<file path="config.mk">
export PLATFORM = sky130hd
export DESIGN_NAME = move_scheduler
export DESIGN_NICKNAME = d
export VERILOG_FILES = /design/src/rtl/move_scheduler.sv
export SDC_FILE = /design/constraint.sdc
export NUM_CORES = 1
export LEC_CHECK = 0
export ABC_CLOCK_PERIOD_IN_PS = 9150
export CAP_MARGIN = 20
export CORE_ASPECT_RATIO = 1.75
export CORE_UTILIZATION = 65
export CTS_CLUSTER_DIAMETER = 80
export DETAILED_ROUTE_END_ITERATION = 7
export DONT_BUFFER_PORTS = 1
export PLACE_DENSITY = 0.81
export SLEW_MARGIN = 20
export SYNTH_ARGS = -nofsm -noshare
export SYNTH_HDL_FRONTEND = slang
export SYNTH_SLANG_ARGS = --single-unit
</file>
<file path="constraint.sdc">
create_clock -name clk -period 9.15 [get_ports clk]
set_input_delay 1.83 -clock clk [delete_from_list [all_inputs] [get_ports clk]]
set_output_delay 1.83 -clock clk [all_outputs]
set_load 0.005 [all_outputs]
</file>
<file path="src/rtl/move_scheduler.sv">
// -----------------------------------------------------------------------------
// move_scheduler
//
// Turns decoded NES button codes and an internal gravity timer into single game
// commands and hands them to the grid controller one at a time over a
// valid/ready handshake. It holds one pending user event and one pending
// gravity event. User input always wins over gravity. It also raises a
// one-cycle start request when START is pressed while no game is running.
//
// Ports:
//   clk          system clock
//   reset        synchronous, active-high; clears all state
//   btn_code     button code (0 none, 1 A, 2 B, 3 SELECT, 4 START, 5 UP,
//                6 DOWN, 7 LEFT, 8 RIGHT); held between frames
//   game_active  high while a game is running
//   level        current level, 0..15 (shortens the gravity period)
//   lock_event   one-cycle pulse when a piece lands; restarts gravity
//   cmd_ready    grid controller accepts cmd this cycle
//   cmd_valid    command offered
//   cmd          1 LEFT, 2 RIGHT, 3 ROT_CW, 4 ROT_CCW, 5 SOFT_DROP,
//                6 HARD_DROP, 7 GRAVITY; 0 when idle
//   start_pulse  one-cycle new-game request
//   overrun_cnt  saturating count of user events overwritten before issue
// -----------------------------------------------------------------------------
module move_scheduler #(
  parameter int GRAVITY_TICKS = 25000000,
  parameter int LEVEL_STEP    = 1500000,
  parameter int MIN_TICKS     = 2500000,
  parameter int CNT_W         = 25
) (
  input  logic             clk,
  input  logic             reset,
  input  logic [3:0]       btn_code,
  input  logic             game_active,
  input  logic [3:0]       level,
  input  logic             lock_event,
  input  logic             cmd_ready,
  output logic             cmd_valid,
  output logic [2:0]       cmd,
  output logic             start_pulse,
  output logic [7:0]       overrun_cnt
);

  // Period arithmetic is done 4 bits wider than the counter so that
  // level*LEVEL_STEP can never wrap for any 4-bit level.
  localparam int PW = CNT_W + 4;

  localparam logic [PW-1:0] GRAV_P = PW'(GRAVITY_TICKS);
  localparam logic [PW-1:0] STEP_P = PW'(LEVEL_STEP);
  localparam logic [PW-1:0] MIN_P  = PW'(MIN_TICKS);

  localparam logic [2:0] CMD_NONE    = 3'd0;
  localparam logic [2:0] CMD_LEFT    = 3'd1;
  localparam logic [2:0] CMD_RIGHT   = 3'd2;
  localparam logic [2:0] CMD_ROT_CW  = 3'd3;
  localparam logic [2:0] CMD_ROT_CCW = 3'd4;
  localparam logic [2:0] CMD_SOFT    = 3'd5;
  localparam logic [2:0] CMD_HARD    = 3'd6;
  localparam logic [2:0] CMD_GRAVITY = 3'd7;

  localparam logic [3:0] BTN_START = 4'd4;

  localparam logic [1:0] ST_IDLE  = 2'd0;
  localparam logic [1:0] ST_ISSUE = 2'd1;
  localparam logic [1:0] ST_GAP   = 2'd2;

  logic [1:0]       state;
  logic [3:0]       prev_code;
  logic             user_pend;
  logic [2:0]       user_cmd;
  logic             grav_pend;
  logic [CNT_W-1:0] grav_cnt;

  // ---------------------------------------------------------------------------
  // Button edge detection and command mapping
  // ---------------------------------------------------------------------------
  logic       btn_edge;
  logic       ev_mapped;
  logic [2:0] ev_cmd;
  logic       user_ev;
  logic       start_ev;

  // NOTE: every signal assigned in always_comb gets a default first so no
  // path leaves it unassigned and no latch is inferred.
  always_comb begin
    ev_mapped = 1'b0;
    ev_cmd    = CMD_NONE;
    case (btn_code)
      4'd1: begin ev_mapped = 1'b1; ev_cmd = CMD_ROT_CW;  end
      4'd2: begin ev_mapped = 1'b1; ev_cmd = CMD_ROT_CCW; end
      4'd5: begin ev_mapped = 1'b1; ev_cmd = CMD_HARD;    end
      4'd6: begin ev_mapped = 1'b1; ev_cmd = CMD_SOFT;    end
      4'd7: begin ev_mapped = 1'b1; ev_cmd = CMD_LEFT;    end
      4'd8: begin ev_mapped = 1'b1; ev_cmd = CMD_RIGHT;   end
      default: ;
    endcase
  end

  assign btn_edge = (btn_code != prev_code) && (btn_code != 4'd0);
  assign user_ev  = btn_edge && ev_mapped && game_active;
  assign start_ev = btn_edge && (btn_code == BTN_START) && !game_active;

  // ---------------------------------------------------------------------------
  // Gravity period: max(GRAVITY_TICKS - level*LEVEL_STEP, MIN_TICKS)
  // ---------------------------------------------------------------------------
  logic [PW-1:0] level_sub;
  logic [PW-1:0] period;
  logic          grav_tick;

  always_comb begin
    level_sub = PW'(level) * STEP_P;
    period    = MIN_P;
    if (level_sub < GRAV_P && (GRAV_P - level_sub) > MIN_P)
      period = GRAV_P - level_sub;
  end

  // ">=" rather than "==" so a level increase that shrinks the period below
  // the current count still fires on the next cycle instead of wrapping.
  assign grav_tick = {4'd0, grav_cnt} >= (period - PW'(1));

  // FSM pulls from the slots only in IDLE. User has fixed priority.
  logic user_take;
  logic grav_take;

  assign user_take = (state == ST_IDLE) && game_active && user_pend;
  assign grav_take = (state == ST_IDLE) && game_active && !user_pend && grav_pend;

  // ---------------------------------------------------------------------------
  // Previous code and start pulse
  // ---------------------------------------------------------------------------
  // NOTE: sequential state uses non-blocking assignments so every flop samples
  // the pre-edge values regardless of block ordering.
  always_ff @(posedge clk) begin
    if (reset) begin
      prev_code   <= 4'd0;
      start_pulse <= 1'b0;
    end else begin
      prev_code   <= btn_code;
      start_pulse <= start_ev;
    end
  end

  // ---------------------------------------------------------------------------
  // User slot (one deep) and overrun counter
  // ---------------------------------------------------------------------------
  always_ff @(posedge clk) begin
    if (reset) begin
      user_pend   <= 1'b0;
      user_cmd    <= CMD_NONE;
      overrun_cnt <= 8'd0;
    end else if (!game_active) begin
      user_pend <= 1'b0;
    end else if (user_ev) begin
      user_pend <= 1'b1;
      user_cmd  <= ev_cmd;
      // Overwriting an event the FSM is not taking this cycle loses it.
      if (user_pend && !user_take && overrun_cnt != 8'hFF)
        overrun_cnt <= overrun_cnt + 8'd1;
    end else if (user_take) begin
      user_pend <= 1'b0;
    end
  end

  // ---------------------------------------------------------------------------
  // Gravity counter and pending flag
  // ---------------------------------------------------------------------------
  always_ff @(posedge clk) begin
    if (reset || !game_active) begin
      grav_cnt  <= '0;
      grav_pend <= 1'b0;
    end else if (lock_event) begin
      // A landed piece restarts the fall timer and drops any queued tick.
      grav_cnt  <= '0;
      grav_pend <= 1'b0;
    end else if (grav_tick) begin
      // A tick while already pending merges into the existing flag.
      grav_cnt  <= '0;
      grav_pend <= 1'b1;
    end else begin
      grav_cnt <= grav_cnt + 1'b1;
      if (grav_take)
        grav_pend <= 1'b0;
    end
  end

  // ---------------------------------------------------------------------------
  // Issue FSM: IDLE -> ISSUE (hold until accepted) -> GAP -> IDLE
  // ---------------------------------------------------------------------------
  always_ff @(posedge clk) begin
    if (reset) begin
      state     <= ST_IDLE;
      cmd_valid <= 1'b0;
      cmd       <= CMD_NONE;
    end else begin
      case (state)
        ST_IDLE: begin
          if (user_take) begin
            state     <= ST_ISSUE;
            cmd_valid <= 1'b1;
            cmd       <= user_cmd;
          end else if (grav_take) begin
            state     <= ST_ISSUE;
            cmd_valid <= 1'b1;
            cmd       <= CMD_GRAVITY;
          end
        end
        ST_ISSUE: begin
          // Held even if game_active drops: valid never retracts unaccepted.
          if (cmd_ready) begin
            state     <= ST_GAP;
            cmd_valid <= 1'b0;
            cmd       <= CMD_NONE;
          end
        end
        ST_GAP: begin
          state <= ST_IDLE;
        end
        default: begin
          state     <= ST_IDLE;
          cmd_valid <= 1'b0;
          cmd       <= CMD_NONE;
        end
      endcase
    end
  end

endmodule

</file>
==> results of run 1 <==
-- power groups by stage --
stage	logic, mW	clock network (mW)	registers (mW)
floorplan	0.514	0	0.221
global placement	0.631	0	0.221
detailed placement	0.650	0	0.222
CTS	0.653	0.213	0.217
global route	0.728	0.219	0.217
finish	0.672	0.211	0.217
-- logic make-up (layout without fill, tap and decap cells) --
| logic type | count (synthesis) | count (layout) | synth area share (%) |
|---|---|---|---|
| AOI/OAI and AO/OA | 149 | 149 | 21.64 |
| xor gates and xnor gates | 71 | 71 | 12.50 |
| adders and majority gates | 54 | 54 | 13.31 |
| buffers and inverters | 45 | 31 | 3.794 |
| DFF | 49 | 49 | 18.71 |
| muxes | 9 | 9 | 1.766 |
| and+or+nand+nor | 276 | 276 | 28.28 |
-- cell type report --
type	instances	area share, %
multi-input combinational	559	74.99
sequential	49	18.10
clock buffer	5	2.309
tap	90	2.078
inverter	22	1.524
clock inverter	3	0.8543
timing repair buffer	1	0.1385
-- placed cells by master (no fill, tap or decap), types with 5 or more instances in the layout --
master | netlist | layout
a211oi_1 | 8 | 8
a21o_1 | 12 | 12
a21oi_1 | 29 | 29
a31oi_1 | 5 | 5
and2_1 | 10 | 10
and3_1 | 12 | 12
clkbuf_16 | 0 | 5
dfxtp_1 | 49 | 49
ha_1 | 51 | 51
inv_1 | 22 | 22
mux2i_1 | 7 | 7
nand2_1 | 44 | 44
nand2b_1 | 10 | 10
nand3_1 | 32 | 32
nand4_1 | 19 | 19
nor2_1 | 69 | 69
nor2b_1 | 12 | 12
nor3_1 | 19 | 19
o211ai_1 | 9 | 9
o21a_1 | 7 | 7
o21ai_0 | 21 | 21
or3_1 | 11 | 11
xnor2_1 | 42 | 42
xor2_1 | 26 | 26
-- flip-flops by register name, summed over array words and instances, names as in the netlist --
name         count
start_pulse      1
user_pend        1
cmd              3
state            2
user_cmd         3
grav_cnt        25
overrun_cnt      8
grav_pend        1
prev_code        4
cmd_valid        1
-- routing by layer --
layer  GRT usage [%]  part of all wire, %  vias up
met1           29.16                   34     2326
li1                -                    -     2366
met3           3.417                  3.0       88
met2           63.76                   54      173
met5               0                    0        -
met4           31.00                  8.9        0
-- stage by stage --
stage / std cells / power (mW)
floorplan: 653 / 0.7356
global placement: 721 / 0.8520
detailed placement: 721 / 0.8721
CTS: 729 / 1.083
global route: 729 / 1.165
finish: 729 / 1.099
-- how the worst max path moves through the flow --
stage,startpoint,to,slack (ps),cells after the start
after floorplan,level[2],grav_cnt[10],1830,27
after global placement,level[2],grav_cnt[22],1090,27
after detailed placement,level[2],grav_cnt[17],830,27
after CTS,level[2],grav_cnt[17],1110,27
after global routing,level[2],grav_cnt[4],580,27
final,level[2],grav_cnt[17],940,25
-- worst max-delay path: stages --
cell and delay (ps):
inv_1 20, ha_1 340, xnor2_1 180, ha_1 180, or2_2 310, ha_1 390
a21oi_1 170, o211ai_1 410, or2_1 390, o311ai_2 600, nor2_1 110, a221oi_2 320
nor4_1 100, o311a_1 430, o211a_4 290, nor3_1 520, ha_1 340, nand4_1 100
nor3_1 70, a211oi_1 370, o21ai_0 220, a31oi_1 280, o21ai_2 90, buf_4 220
nor2_1 130
-- synth_stat cells, types with 7 or more instances --
library cell  instances  area [um^2]
xnor2_1              42        367.9
o21a_1                7        52.55
nor2_1               69        259.0
o211ai_1              9        67.56
a21oi_1              29        145.1
or3_1                11        68.82
and2_1               10        62.56
and3_1               12        75.07
nand3_1              32        160.2
nor2b_1              12        75.07
nand2_1              44        165.2
inv_1                22        82.58
xor2_1               26        227.7
buf_2                 9        45.04
nand4_1              19        118.9
o21ai_0              21        105.1
mux2i_1               7        70.07
nand2b_1             10        62.56
ha_1                 51        638.1
clkbuf_1             10        37.54
a211oi_1              8        60.06
dfxtp_1              49        980.9
a21o_1               12        90.09
nor3_1               19        95.09
==> impl_metrics.env, run 1 <==
export IMPL_status="complete, no violations"
export IMPL_tightest_slew_ps=988.5
export IMPL_drc=0
export IMPL_postCtsSetupBuffers=0
export IMPL_final_nets=705
export IMPL_synth_area_per_cell_um2=8.030
export IMPL_ff2ff_path_depth=9
export IMPL_regToRegStartpoint="prev_code[2]"
export IMPL_required_ps=9370
export IMPL_antenna_found_initial=0
export IMPL_finish_instance_area_um2=5419
export IMPL_first_pass_iters=5
export IMPL_fmax_mhz=121.9
export IMPL_port_buffers=0
export IMPL_clk_latency_ps=290
export IMPL_cts_root_buf="clkbuf_16"
export IMPL_grt_first_pass_wirelength_um=22400
export IMPL_cts_buffers=5
export IMPL_synth_area_um2=5244
export IMPL_clk_transition_reported_paths_ps=60
export IMPL_viasPerCell=6.794
export IMPL_area_growth_pct=3.341
export IMPL_crit_reg2reg_capture="overrun_cnt[5]"
export IMPL_cts_hold_fix_buffers=0
export IMPL_finalSetupViolations=0
export IMPL_dieArea_um2=8445
export IMPL_ys_types=91
export IMPL_ys_seq_elements=49
export IMPL_synth_edf_count=0
export IMPL_drtAntennaViolNets=0
export IMPL_die_h_um=120.8
export IMPL_grt_max_degree=25
export IMPL_ys_async_sr_fraction_pct=0
export IMPL_power_frac_clock_pct=19.2
export IMPL_finalSetupTns_ps=0
export IMPL_drive_above_1_share_pct=7.199
export IMPL_cts_resized=0
export IMPL_via_count=4953
export IMPL_hold_class="reg -> reg"
export IMPL_pwr_share_seq_pct=19.7
export IMPL_dp_slack_ps=827.0
export IMPL_path_class="in -> reg"
export IMPL_p_switching_uw=500.1
export IMPL_diodes=0
export IMPL_fill_cells=645
export IMPL_seq_area_um2=980.9
export IMPL_relSlewSlack_pct=33.81
export IMPL_placed_cell_area_um2=5248
export IMPL_rows=43
export IMPL_whs_ps=441.0
export IMPL_yosys_warnings=0
export IMPL_post_drt_wl_per_cell_um=19.21
export IMPL_initial_core_util_pct=66.76
export IMPL_switching_share_pct=45.49
export IMPL_place_congestion=0.9789
export IMPL_final_max_slew_viol_count=0
export IMPL_fp_coreArea_um2=7855
export IMPL_fin_crit_ps=8205
export IMPL_grt_total_usage_pct=33.28
export IMPL_drtIter0Drc=269
export IMPL_hold_path_end="user_cmd[0]"
export IMPL_grt_pass1_vias=4925
export IMPL_cts_buffer_depth=2
export IMPL_ir_drop_v=0.0001053
export IMPL_synthCells=653
export IMPL_p_comb_share_pct=61.1
export IMPL_post_route_util_pct=68.99
export IMPL_power_leakage_nw=2.161
export IMPL_holdPathStages=2
export IMPL_htree_levels=2
export IMPL_seq_area_frac_synth_pct=18.71
export IMPL_cts_sink_count=49
export IMPL_synthFlopType="dfxtp_1"
export IMPL_drt_wl_total_um=14010
export IMPL_p_per_area_nw_per_um2=202.9
export IMPL_arrival_ps=8430
export IMPL_hpwl_um=11270
export IMPL_die_w_um=69.90
export IMPL_syn_nets=720
export IMPL_finalHoldViolations=0
export IMPL_start_kind="input port"
export IMPL_worst_slack_ps=944.8
export IMPL_cp_end_kind="flip-flop"
export IMPL_maxCapViolations=0
export IMPL_skew_ps=8.062
export IMPL_cts_tree="yes"
export IMPL_grt_overflow_total=0
export IMPL_p_int_uw=599.2
export IMPL_path_max_fanout=24
export IMPL_multi_input_area_um2=4064
export IMPL_io_pins=26
export IMPL_period_share_pct=89.67
export IMPL_worstHoldStart="user_cmd[0]"
export IMPL_r2r_slack_ps=6400
export IMPL_rsz0062_at_grt="false"
Note: power is estimated with default switching activity, not from simulation.
==> inputs of run 2 (changes only) <==
- CORE_ASPECT_RATIO: 1.75 -> 0.5
==> impl_metrics.env, run 2 (synthesis gave the netlist of run 1 again) <==
export IMPL_via_count=4653
export IMPL_cts_tree="yes"
export IMPL_path_class="in -> reg"
export IMPL_skew_ps=2.258
export IMPL_fin_crit_ps=7992
export IMPL_finalHoldViolations=0
export IMPL_grt_max_degree=25
export IMPL_grt_overflow_total=0
export IMPL_postCtsSetupBuffers=0
export IMPL_r2r_slack_ps=6440
export IMPL_port_buffers=0
export IMPL_post_drt_wl_per_cell_um=15.26
export IMPL_die_h_um=65.51
export IMPL_cts_hold_fix_buffers=0
export IMPL_grt_total_usage_pct=28.16
export IMPL_p_per_area_nw_per_um2=189.2
export IMPL_crit_reg2reg_capture="overrun_cnt[5]"
export IMPL_cp_end_kind="flip-flop"
export IMPL_finalSetupViolations=0
export IMPL_post_route_util_pct=71.45
export IMPL_cts_resized=0
export IMPL_final_nets=705
export IMPL_grt_first_pass_wirelength_um=19330
export IMPL_first_pass_iters=5
export IMPL_maxCapViolations=0
export IMPL_largest_reg_flops=25
export IMPL_antenna_found_initial=0
export IMPL_switching_share_pct=44.29
export IMPL_cts_buffer_depth=2
export IMPL_htree_levels=2
export IMPL_drtAntennaViolNets=0
export IMPL_arrival_ps=8210
export IMPL_cts_buffers=5
export IMPL_p_comb_share_pct=61.7
export IMPL_power_frac_clock_pct=17.1
export IMPL_ir_drop_v=0.0001321
export IMPL_clk_latency_ps=280
export IMPL_hold_path_end="user_cmd[1]"
export IMPL_rows=22
export IMPL_viasPerCell=6.229
export IMPL_status="complete, no violations"
export IMPL_final_common_cell="nor2_1"
export IMPL_drtIter0Drc=312
export IMPL_drive_above_1_share_pct=7.042
export IMPL_place_congestion=0.8945
export IMPL_most_common_layout_cells="69 x nor2_1, 51 x ha_1, 49 x dfxtp_1"
export IMPL_pwr_share_seq_pct=21.2
export IMPL_hpwl_um=9012
export IMPL_area_growth_pct=3.150
export IMPL_drc=0
export IMPL_tightest_slew_ps=906.0
export IMPL_dieArea_um2=8452
export IMPL_io_pins=26
export IMPL_finalSetupTns_ps=0
export IMPL_initial_core_util_pct=69.27
export IMPL_rsz0062_at_grt="false"
export IMPL_required_ps=9370
export IMPL_regToRegStartpoint="prev_code[2]"
export IMPL_p_switching_uw=453.2
export IMPL_worstHoldStart="user_cmd[1]"
export IMPL_ff2ff_path_depth=9
export IMPL_cts_sink_count=49
export IMPL_cts_root_buf="clkbuf_16"
export IMPL_clk_transition_reported_paths_ps=60
export IMPL_die_w_um=129.0
export IMPL_fmax_mhz=125.1
export IMPL_hold_class="reg -> reg"
export IMPL_grt_pass1_vias=4258
export IMPL_holdPathStages=2
export IMPL_fp_coreArea_um2=7570
export IMPL_drt_wl_total_um=11400
export IMPL_power_leakage_nw=2.152
export IMPL_relSlewSlack_pct=39.33
export IMPL_max_flop_register="grav_cnt"
export IMPL_period_share_pct=87.34
export IMPL_largestRegisters="grav_cnt (25), overrun_cnt (8), prev_code (4)"
export IMPL_start_kind="input port"
export IMPL_path_max_fanout=24
export IMPL_final_max_slew_viol_count=0
export IMPL_p_int_uw=570.1
export IMPL_diodes=0
-- run 2: changes by cell type in the layout (fill, tap and decap cells not counted), sizes merged --
cell	previous run	this run
clkinv	1	2
clkbuf	5	6
clkinvlp	1	0
bufinv	1	0
-- run 2: per-stage QoR --
stage / setup slack, ps / power, mW / std cells / hold slack (ps) / instance area (um^2)
2_1_floorplan: 1826 / 0.7356 / 653 / 425.9 / 5244
6_report: 1158 / 1.023 / 747 / 444.8 / 5409
3_5_place_dp: 919.5 / 0.8420 / 739 / 439.9 / 5270
5_1_grt: 680.2 / 1.102 / 747 / 464.5 / 5409
3_3_place_gp: 1131 / 0.8299 / 739 / 436.0 / 5270
4_1_cts: 1206 / 1.018 / 747 / 448.4 / 5409
-- run 2: metal layers --
metal | wire length, um | global-route usage [%]
met1 | 5570 | 38.01
met2 | 5097 | 47.57
met3 | 616 | 3.746
met4 | 114 | 7.206
met5 | 0 | 0
-- run 2: area by class of cell --
| cell class | instances | area, um^2 |
|---|---|---|
| Fill cell | 611 | 2161 |
| Tap cell | 108 | 135.1 |
| Clock buffer | 6 | 128.9 |
| Inverter | 22 | 82.58 |
| Timing Repair Buffer | 1 | 7.507 |
| Clock inverter | 2 | 10.01 |
| Multi-Input combinational cell | 559 | 4064 |
| Sequential cell | 49 | 980.9 |
-- run 2: critical path: stages --
cell and delay [ps]:
inv_1 20, ha_1 340, xnor2_1 170, ha_1 180, or2_2 310, ha_1 400, a21oi_1 160, o211ai_1 370
or2_1 380, o311ai_2 540, nor2_1 110, a221oi_2 360, nor4_1 110, o311a_1 420, o211ai_2 380, nand3_1 130
ha_1 310, a41o_1 240, a21o_1 170, a21o_1 170, a21o_1 170, a21oi_1 130, o211ai_1 100, a31oi_1 260
o21ai_2 80, buf_4 220, nor2_1 130
-- run 2: worst max path at each step --
stage | startpoint | end | slack, ps | cells past startpoint
final | level[2] | grav_cnt[13] | 1160 | 27
after CTS | level[2] | grav_cnt[13] | 1210 | 27
after detailed placement | level[2] | grav_cnt[19] | 920 | 27
after global routing | level[2] | grav_cnt[11] | 680 | 27
after floorplan | level[2] | grav_cnt[10] | 1830 | 27
after global placement | level[2] | grav_cnt[23] | 1130 | 27
-- run 2: power groups by stage --
stage	sequential (mW)	combinational, mW	clock (mW)
floorplan	0.221	0.514	0
global placement	0.221	0.608	0
detailed placement	0.221	0.621	0
CTS	0.217	0.623	0.178
global route	0.217	0.696	0.189
finish	0.217	0.632	0.175
==> inputs of run 3 (changes only) <==
- CORE_MARGIN: not set -> 5
==> impl_metrics.env, run 3 (synthesis gave the netlist of run 1 again) <==
export IMPL_rows=23
export IMPL_initial_core_util_pct=66.02
export IMPL_total_power_mw=1.025
export IMPL_path_max_fanout=24
export IMPL_cts_buffer_depth=2
export IMPL_grt_pass1_vias=4439
export IMPL_grt_total_usage_pct=23.99
export IMPL_final_common_cell="nor2_1"
export IMPL_port_buffers=0
export IMPL_drtIter0Drc=292
export IMPL_area_growth_pct=3.245
export IMPL_largestRegisters="grav_cnt (25), overrun_cnt (8), prev_code (4)"
export IMPL_antenna_found_initial=0
export IMPL_finalSetupTns_ps=0
export IMPL_via_count=4700
export IMPL_drt_wl_total_um=11810
export IMPL_largest_reg_flops=25
export IMPL_finalHoldViolations=0
export IMPL_p_per_area_nw_per_um2=189.3
export IMPL_ir_drop_v=0.0001054
export IMPL_drc=0
export IMPL_worst_slack_ps=1157
export IMPL_diodes=0
export IMPL_fmax_mhz=125.1
export IMPL_cts_hold_fix_buffers=0
export IMPL_final_nets=705
export IMPL_cts_buffers=5
export IMPL_most_common_layout_cells="69 x nor2_1, 51 x ha_1, 49 x dfxtp_1"
export IMPL_htree_levels=2
export IMPL_grt_overflow_total=0
export IMPL_max_flop_register="grav_cnt"
export IMPL_die_w_um=137.0
export IMPL_grt_first_pass_wirelength_um=20130
export IMPL_postCtsSetupBuffers=0
export IMPL_skew_ps=5.997
export IMPL_viasPerCell=6.258
export IMPL_start_kind="input port"
export IMPL_required_ps=9380
export IMPL_arrival_ps=8220
export IMPL_period_share_pct=87.35
export IMPL_maxCapViolations=0
export IMPL_cp_end_kind="flip-flop"
export IMPL_status="complete, no violations"
export IMPL_final_max_slew_viol_count=0
export IMPL_clk_transition_reported_paths_ps=70
export IMPL_clk_latency_ps=280
export IMPL_whs_ps=448.4
export IMPL_hold_class="reg -> reg"
export IMPL_place_congestion=0.8745
export IMPL_dieArea_um2=10070
export IMPL_path_class="in -> reg"
export IMPL_hpwl_um=9240
export IMPL_grt_max_degree=25
export IMPL_fill_cells=705
export IMPL_rsz0062_at_grt="false"
export IMPL_drive_above_1_share_pct=7.042
export IMPL_fp_coreArea_um2=7943
export IMPL_tightest_slew_ps=958.1
export IMPL_first_pass_iters=5
export IMPL_drtAntennaViolNets=0
export IMPL_io_pins=26
export IMPL_die_h_um=73.51
export IMPL_cts_sink_count=49
export IMPL_relSlewSlack_pct=35.85
export IMPL_finalSetupViolations=0
export IMPL_cts_resized=0
export IMPL_cts_root_buf="clkbuf_16"
export IMPL_dp_slack_ps=929.2
export IMPL_power_leakage_nw=2.152
export IMPL_fin_crit_ps=7993
export IMPL_cts_tree="yes"
export IMPL_post_drt_wl_per_cell_um=15.73
run 3: area by class of cell:
class | instances | area, um^2 | share of cell area (%)
clock buffers | 6 | 128.9 | 2.380
multi-input cells | 559 | 4064 | 75.06
repair buffers | 1 | 7.507 | 0.1387
clock inverters | 2 | 10.01 | 0.1849
flip-flops and latches | 49 | 980.9 | 18.12
well taps | 112 | 140.1 | 2.588
inverters | 22 | 82.58 | 1.525
run 3: report_power, final:
group          leakage (nW)  switching, mW  internal, mW
registers             0.396        0.00132         0.215
clock network        0.0706         0.0745         0.100
logic                  1.69          0.379         0.254
total                  2.15          0.455         0.570
run 3: per-layer routing:
metal / routed length [um] / part of all wire, % / vias to the layer above / global-route usage [%]
met4: 191 / 1.6 / 0 / 7.301
met5: 0 / 0 / - / 0
met3: 648 / 5.5 / 17 / 2.941
li1: - / - / 2369 / -
met2: 5477 / 46 / 140 / 42.05
met1: 5495 / 47 / 2174 / 31.17
run 3: worst paths after layout:
kind | from | end | slack, ps | cells past startpoint
worst max-delay path | level[2] | grav_cnt[23] | 1160 | 27
worst min-delay path | user_cmd[1] | user_cmd[1] | 450 | 2
worst max register to register | prev_code[2] | overrun_cnt[5] | 6450 | 9
worst min register to register | user_cmd[1] | user_cmd[1] | 450 | 2
run 3: per-stage QoR:
stage / cells / util, % / area (um^2)
2_1_floorplan: 653 / - / 5244
3_3_place_gp: 743 / 66.41 / 5275
3_5_place_dp: 743 / 66.41 / 5275
4_1_cts: 751 / 68.16 / 5414
5_1_grt: 751 / 68.16 / 5414
6_report: 751 / 68.16 / 5414
run 3: worst max-delay path: stages:
cell and delay [ps]:
inv_1 30, ha_1 340, xnor2_1 180, ha_1 180, or2_2 310, ha_1 400, a21oi_1 90, o211ai_1 780
or3_1 270, nand3_2 140, o32ai_2 410, o21ai_0 160, xnor2_1 430, o311a_1 350, o211ai_2 210, nand3_1 160
ha_1 250, a41o_1 230, a21o_1 170, a21o_1 170, a21o_1 170, a21oi_1 150, o211ai_1 100, a31oi_1 260
o21ai_2 90, buf_4 220, nor2_1 120
